### src/rtl/stopwatch_ctrl.sv
// Stopwatch control FSM: button edge detection, run/pause/lap/clear sequencing and the small_sec prescaler.
// Optional macro BTN_SYNC_EN adds a 2-flop synchronizer on every button ahead of edge detection.
`timescale 1ns/1ps

module stopwatch_ctrl #(
   parameter int TICK_DIV = 10,
   parameter int DIV_W    = 20
) (
   input  logic       clk,
   input  logic       reset,
   input  logic       btn_start,
   input  logic       btn_lap,
   input  logic       btn_clear,
   output logic       cnt_tick,
   output logic       cnt_clr,
   output logic       disp_hold,
   output logic [3:0] lap_count,
   output logic [1:0] state_out
);

   typedef enum logic [1:0] {
      IDLE  = 2'b00,
      RUN   = 2'b01,
      PAUSE = 2'b10,
      LAP   = 2'b11
   } state_t;

   typedef struct packed {
      logic clear;
      logic start;
      logic lap;
   } btn_t;

   typedef enum logic [1:0] {
      EV_NONE,
      EV_CLEAR,
      EV_START,
      EV_LAP
   } ev_sel_t;

   localparam logic [DIV_W-1:0] PRESC_LAST = DIV_W'(TICK_DIV - 1);
   localparam logic [3:0]       LAP_MAX    = 4'd15;

   btn_t             btn_raw;
   btn_t             btn_cur;
   btn_t             btn_prev;
   btn_t             ev;
   ev_sel_t          ev_sel;

   state_t           state_q;
   state_t           state_d;
   logic             clr_d;
   logic [3:0]       lap_d;
   logic             running;
   logic [DIV_W-1:0] presc_q;

   assign btn_raw = {btn_clear, btn_start, btn_lap};

`ifdef BTN_SYNC_EN
   btn_t sync_q1;
   btn_t sync_q2;

   always_ff @(posedge clk or posedge reset) begin
      if (reset) begin
         sync_q1 <= '0;
         sync_q2 <= '0;
      end else begin
         sync_q1 <= btn_raw;
         sync_q2 <= sync_q1;
      end
   end

   assign btn_cur = sync_q2;
`else
   assign btn_cur = btn_raw;
`endif

   // NOTE: every register below uses <= so all flops sample the pre-edge values of each other.
   always_ff @(posedge clk or posedge reset) begin
      if (reset) begin
         btn_prev <= '0;
      end else begin
         btn_prev <= btn_cur;
      end
   end

   assign ev = btn_cur & ~btn_prev;

   // Only the highest-priority event of a cycle is acted on; the others are dropped.
   always_comb begin
      ev_sel = EV_NONE;
      if (ev.clear) begin
         ev_sel = EV_CLEAR;
      end else if (ev.start) begin
         ev_sel = EV_START;
      end else if (ev.lap) begin
         ev_sel = EV_LAP;
      end
   end

   // NOTE: defaults first so no path through the case leaves a variable unassigned (no latches).
   always_comb begin
      state_d = state_q;
      clr_d   = 1'b0;
      lap_d   = lap_count;
      unique case (state_q)
         IDLE: begin
            if (ev_sel == EV_START) begin
               state_d = RUN;
            end else if (ev_sel == EV_CLEAR) begin
               clr_d = 1'b1;
               lap_d = 4'd0;
            end
         end
         RUN: begin
            if (ev_sel == EV_START) begin
               state_d = PAUSE;
            end else if (ev_sel == EV_LAP) begin
               state_d = LAP;
               if (lap_count != LAP_MAX) begin
                  lap_d = lap_count + 4'd1;
               end
            end
         end
         LAP: begin
            if (ev_sel == EV_START) begin
               state_d = PAUSE;
            end else if (ev_sel == EV_LAP) begin
               state_d = RUN;
            end
         end
         PAUSE: begin
            if (ev_sel == EV_START) begin
               state_d = RUN;
            end else if (ev_sel == EV_CLEAR) begin
               state_d = IDLE;
               clr_d   = 1'b1;
               lap_d   = 4'd0;
            end
         end
         default: state_d = IDLE;
      endcase
   end

   always_ff @(posedge clk or posedge reset) begin
      if (reset) begin
         state_q   <= IDLE;
         cnt_clr   <= 1'b0;
         disp_hold <= 1'b0;
         lap_count <= 4'd0;
      end else begin
         state_q   <= state_d;
         cnt_clr   <= clr_d;
         disp_hold <= (state_d == LAP);
         lap_count <= lap_d;
      end
   end

   assign state_out = state_q;
   assign running   = (state_q == RUN) || (state_q == LAP);

   // Prescaler advances in RUN and LAP alike, so lap transitions keep the tick cadence; PAUSE freezes the phase.
   always_ff @(posedge clk or posedge reset) begin
      if (reset) begin
         presc_q  <= '0;
         cnt_tick <= 1'b0;
      end else begin
         cnt_tick <= running && (presc_q == PRESC_LAST);
         if ((state_q == IDLE) || clr_d) begin
            presc_q <= '0;
         end else if (running) begin
            presc_q <= (presc_q == PRESC_LAST) ? '0 : presc_q + 1'b1;
         end
      end
   end

endmodule

### config.mk
export PLATFORM = sky130hd
export DESIGN_NAME = stopwatch_ctrl
export DESIGN_NICKNAME = d
export VERILOG_FILES = /design/src/rtl/stopwatch_ctrl.sv
export SDC_FILE = /design/constraint.sdc
export NUM_CORES = 1
export LEC_CHECK = 0
export CORE_ASPECT_RATIO = 0.9
export CORE_MARGIN = 2
export CORE_UTILIZATION = 40
export CTS_BUF_LIST = sky130_fd_sc_hd__clkbuf_4
export DETAILED_ROUTE_END_ITERATION = 6
export SLEW_MARGIN = 20
export SYNTH_ARGS = -nofsm -noshare
export SYNTH_HDL_FRONTEND = slang
export SYNTH_SLANG_ARGS = --single-unit
export TNS_END_PERCENT = 10
### constraint.sdc
create_clock -name clk -period 1.61 [get_ports clk]
set_input_delay 0.322 -clock clk [delete_from_list [all_inputs] [get_ports clk]]
set_output_delay 0.322 -clock clk [all_outputs]
set_load 0.01 [all_outputs]
**Word-level counts from Yosys, hierarchy flattened**

Cells that the tools add are included.

- Bits in registers: 32
- Bits of input ports: 5
- Output and inout bits: 9
- Logic and storage cells: 58

- Add/subtract/negate cells: 2
- Equality and inequality tests: 14
- Muxes and demuxes: 23
- Bitwise logic cells: 2
- Reductions and logical operators: 8

Operators with widths:

| cell | number |
|---|---|
| $mux 20 | 3 |
| $add 20x1->20 const B | 1 |
| $eq 20x4->1 const B | 1 |
| $mux 2 | 10 |
| $mux 4 | 5 |
| $eq 2x2->1 const B | 5 |
| $ne 2x2->1 const B | 4 |
| $pmux 2 s4 | 1 |
| $pmux 4 s2 | 1 |
| $reduce_and 6->1 | 1 |
| $add 4x1->4 const B | 1 |
| $eq 2x1->1 const B | 2 |
| $ne 4x4->1 const B | 1 |
| $reduce_bool 2->1 | 2 |
| $and 3x3->3 | 1 |
| $mux 1 | 3 |
| $not 3->3 | 1 |
| $logic_not 2->1 | 1 |
| $logic_or 1x1->1 | 2 |
| $ne 2x1->1 const B | 1 |
| $reduce_or 2->1 | 1 |
| $logic_and 1x1->1 | 1 |

**Longest topological paths before layout**

- Depth in word-level cells: 11
- Mapped depth: 8
- Depth with buffers taken out: 7

**Least setup slack after synthesis**

OpenSTA, ideal clock, no wires.

- Path kind: reg-to-reg
- Start: reg presc_q[7]
- End: reg presc_q[0]
- Arrival: 1.445 ns
- Required time: 1.485 ns
- Setup slack: 0.041 ns
- Cell stages (with the launch flop): 7
- Cell sequence: dfrtp_1 buf_6 nor4_2 and4_4 a21boi_4 buf_6 mux2_2

- Cells in the longest elaborated chain, start to end: 4

RTL lines:

| what | RTL line | RTL |
|---|---|---|
| from (decl) | 55 | `logic [DIV_W-1:0] presc_q;` |
| from (signal assigned) | 172 | `presc_q <= (presc_q == PRESC_LAST) ? '0 : presc_q + 1'b1;` |
| $eq 20x4->1 | 172 |  |
| $mux 20 | 172 |  |
| $mux 20 | 171 | `end else if (running) begin` |
| $mux 20 | 169 | `if ((state_q == IDLE) \|\| clr_d) begin` |

No other way between the ends. The select of a mux whose other input is x is not followed.
A chain may end at the register's enable or synchronous reset.

**Final worst setup path**

- Start: reg presc_q[12]
- End: reg presc_q[0]

The elaborated chain is that of the path after synthesis.

==> results.py <==
metrics = {
    "status": {
        "status": "finished with violations",
        "violations": "negative setup slack",
    },
    "drt": {
        "first_iter_violations": 94,
        "dr.pass1.iters": 4,
        "avgRoutedWirePerCell_um": 15.2,
        "drc": 0,
        "routed_wl_um": 4130,
        "antenna_left": 0,
        "vias": 1549,
        "viasPerCell": 5.72,
    },
    "global_routing": {
        "grt_max_degree": 33,
        "grt_pass1_vias": 1454,
        "gr-usage-all-layers_pct": 18.4,
        "grt_pass1_wl_um": 6770,
        "globalRouteOverflowTotal": 0,
        "antenna_found_initial": 0,
    },
    "worst_setup_path": {
        "cp-end-kind": "register",
        "critical_path_class": "reg2reg",
        "arrival_ns": 1.85,
        "path_cells": "nor4_2, and4_4, a21boi_4, mux2_2",
        "cp_max_fo": 9,
        "path_delay_family": "simple AND/OR/NAND/NOR gates",
        "critPathRequiredTime_ns": 1.83,
        "slowest_stage": "dfrtp_1",
        "critical_path_buf_inv_count": 0,
        "max_stage_delay_ns": 0.41,
        "startpoint_type": "register",
    },
    "placement": {
        "dpl-instance-area_um2": 2110,
        "dp_cells": 258,
        "gp_congestion": 0.820,
        "numPortBuffers": 13,
        "post-dp-hpwl_um": 2650,
    },
    "yosys": {
        "yosysWarnings": 0,
        "synthDistinctLibCells": 42,
        "synth-main-ff-cell": "dfrtp_1",
        "synthTopCellsByArea": "dfrtp_1 (46%), nand2_1 (5.1%), a31oi_1 (5.0%), a21oi_1 (3.1%), nand3_1 (2.9%)",
        "netlist_area_um2": 1750,
        "synth-edff-count": 0,
        "synth-async-reset-ratio_pct": 100,
        "syn_nets": 186,
        "synth_area_leader_cell": "dfrtp_1",
        "ys_ff_latch": 32,
        "synth_top_cell_area_share_pct": 45.7,
        "syn_avg_cell_area_um2": 9.83,
        "seq_area_frac_synth_pct": 45.7,
        "syn-instance-count": 178,
    },
    "timing": {
        "slew_headroom_pct": 65.2,
        "holdWs_ns": 0.147,
        "fmax_mhz": 613,
        "fin_crit_sh_pct": 101,
        "fin_skew_ns": 0.00610,
        "final_hold_viol_count": 0,
        "fin_ws_ns": -0.0216,
        "rsz0062_at_grt": "yes",
        "setup_viol": 1,
        "fin_crit_ns": 1.63,
        "maxSlewViolCount": 0,
        "max_slew.worst_pin.slew_ns": 0.522,
    },
    "cts": {
        "cts_tree": "built",
        "clk_pin_slew_ns": 0.10,
        "cts_max_level": 2,
        "cts_hold_buf": 0,
        "cts.sinks": 32,
        "numCtsBuffers": 5,
        "cts_root_buf": "clkbuf_4",
        "clk_path_buf_depth": 2,
        "insertion_delay_ns": 0.33,
    },
    "finish": {
        "most-common-layout-cells": "dfrtp_1 (31), buf_4 (27), nand2_1 (23)",
        "final_area_um2": 2310,
        "final_common_cell": "dfrtp_1",
        "area_growth_pct": 32.0,
        "finalNonFillerCells": 271,
        "drive_gt1_share_pct": 27.8,
        "finalNetCount": 231,
        "n_antenna_cell": 0,
        "final_util_pct": 56.0,
    },
    "floorplan": {
        "rows": 22,
        "die_x_um": 73.7,
        "die-area_um2": 4920,
        "pin_count": 14,
        "dieHeight_um": 66.8,
        "start_util_pct": 42.4,
        "coreArea_um2": 4130,
    },
    "power_and_ir_drop": {
        "p_switching_mw": 1.29,
        "swShare_pct": 40.8,
        "seq_power_share_pct": 36.2,
        "p_comb_share_pct": 50.6,
        "p_clk_share_pct": 13.2,
        "vdd_drop_max_uv": 744,
        "p_leak_nw": 1.06,
        "p_int_mw": 1.87,
        "power_density_nw_per_um2": 1370,
    },
    "min_path": {
        "hold_path_class": "in2reg",
    },
    "run": {
        "drv_cap": 0,
    },
}
==> flip-flops by register name, indices dropped and copies added (netlist names) <==
register	cells
state_out	2
disp_hold	1
lap_count	4
cnt_clr	1
cnt_tick	1
presc_q	20
btn_prev	3
==> routing by layer <==
metal	vias to the layer above	global-route usage, %	routed length [um]
met2	23	29.9	1980
met4	0	7.50	82
li1	755	-	-
met1	761	23.5	1950
met3	10	4.08	105
met5	-	0	0
==> kinds of logic (layout without fill, tap and decap cells) <==
| kind of cell | after synthesis | after routing | share of synthesized area [%] |
|---|---|---|---|
| buffers and inverters | 13 | 55 | 4.22 |
| flip-flops | 32 | 32 | 45.7 |
| AND/OR/NAND/NOR | 75 | 75 | 24.6 |
| AO/OA/AOI/OAI | 48 | 51 | 19.4 |
| XOR/XNOR | 3 | 3 | 1.50 |
| adder cells (fa/ha/maj) | 3 | 3 | 2.14 |
| multiplexers | 4 | 4 | 2.36 |
==> cell usage after synthesis (3+ instances only) <==
cell type / number
ha_1: 3
nand3_1: 10
a21oi_1: 11
inv_1: 5
a41oi_1: 3
nand2_1: 24
nor4_1: 3
nand4_1: 5
mux2i_1: 3
a31oi_1: 14
dfrtp_1: 32
a22o_1: 5
nor2_1: 5
and3_1: 6
o21ai_0: 9
nand2b_1: 6
==> power groups by stage <==
stage	clock [mW]	combinational (mW)	sequential [mW]
2_1_floorplan	0	0.784	1.20
3_3_place_gp	0	1.29	1.14
3_5_place_dp	0	1.33	1.14
4_1_cts	0.435	1.42	1.13
5_1_grt	0.473	1.75	1.17
6_report	0.416	1.60	1.14
==> through the flow <==
step	total power [mW]	setup TNS [ns]	worst slack, ns
6_report	3.16	-0.0216	-0.0216
5_1_grt	3.39	-0.557	-0.0748
4_1_cts	2.99	-0.0604	-0.0256
3_5_place_dp	2.47	-6.47	-0.483
3_3_place_gp	2.43	-4.71	-0.395
2_1_floorplan	1.98	0	0.0406
==> area by class of cell <==
class | count | area [um^2]
sequential | 32 | 802
timing repair buffer | 43 | 379
multi-input combinational | 136 | 1010
inverter | 5 | 18.8
fill | 381 | 1820
clock buffer | 5 | 37.5
tap | 48 | 60.1
clock inverter | 2 | 7.51
==> path summary, 6_finish.rpt <==
kind                                         start  cells past startpoint                       end  slack [ns]
max                        presc_q[12]$_DFFE_PP0P_                      4    presc_q[0]$_DFFE_PP0P_       -0.02
min                                        btn_lap                      1     btn_prev[0]$_DFF_PP0_        0.15
max reg2reg                presc_q[12]$_DFFE_PP0P_                      4    presc_q[0]$_DFFE_PP0P_       -0.02
min reg2reg                presc_q[19]$_DFFE_PP0P_                      1   presc_q[19]$_DFFE_PP0P_        0.51
max in group asynchronous                    reset                      3    state_out[1]$_DFF_PP0_        1.10
min in group asynchronous                    reset                      3  lap_count[0]$_DFFE_PP0P_        0.32
==> timing repair <==
action                     in CTS  in global routing
gates resized for setup        11                 21
cloned                          2                  1
setup buffers                   1                  2
setup endpoints to repair      30                 22
pin swaps                       3                 15
Note: power is estimated with default switching activity, not from simulation.
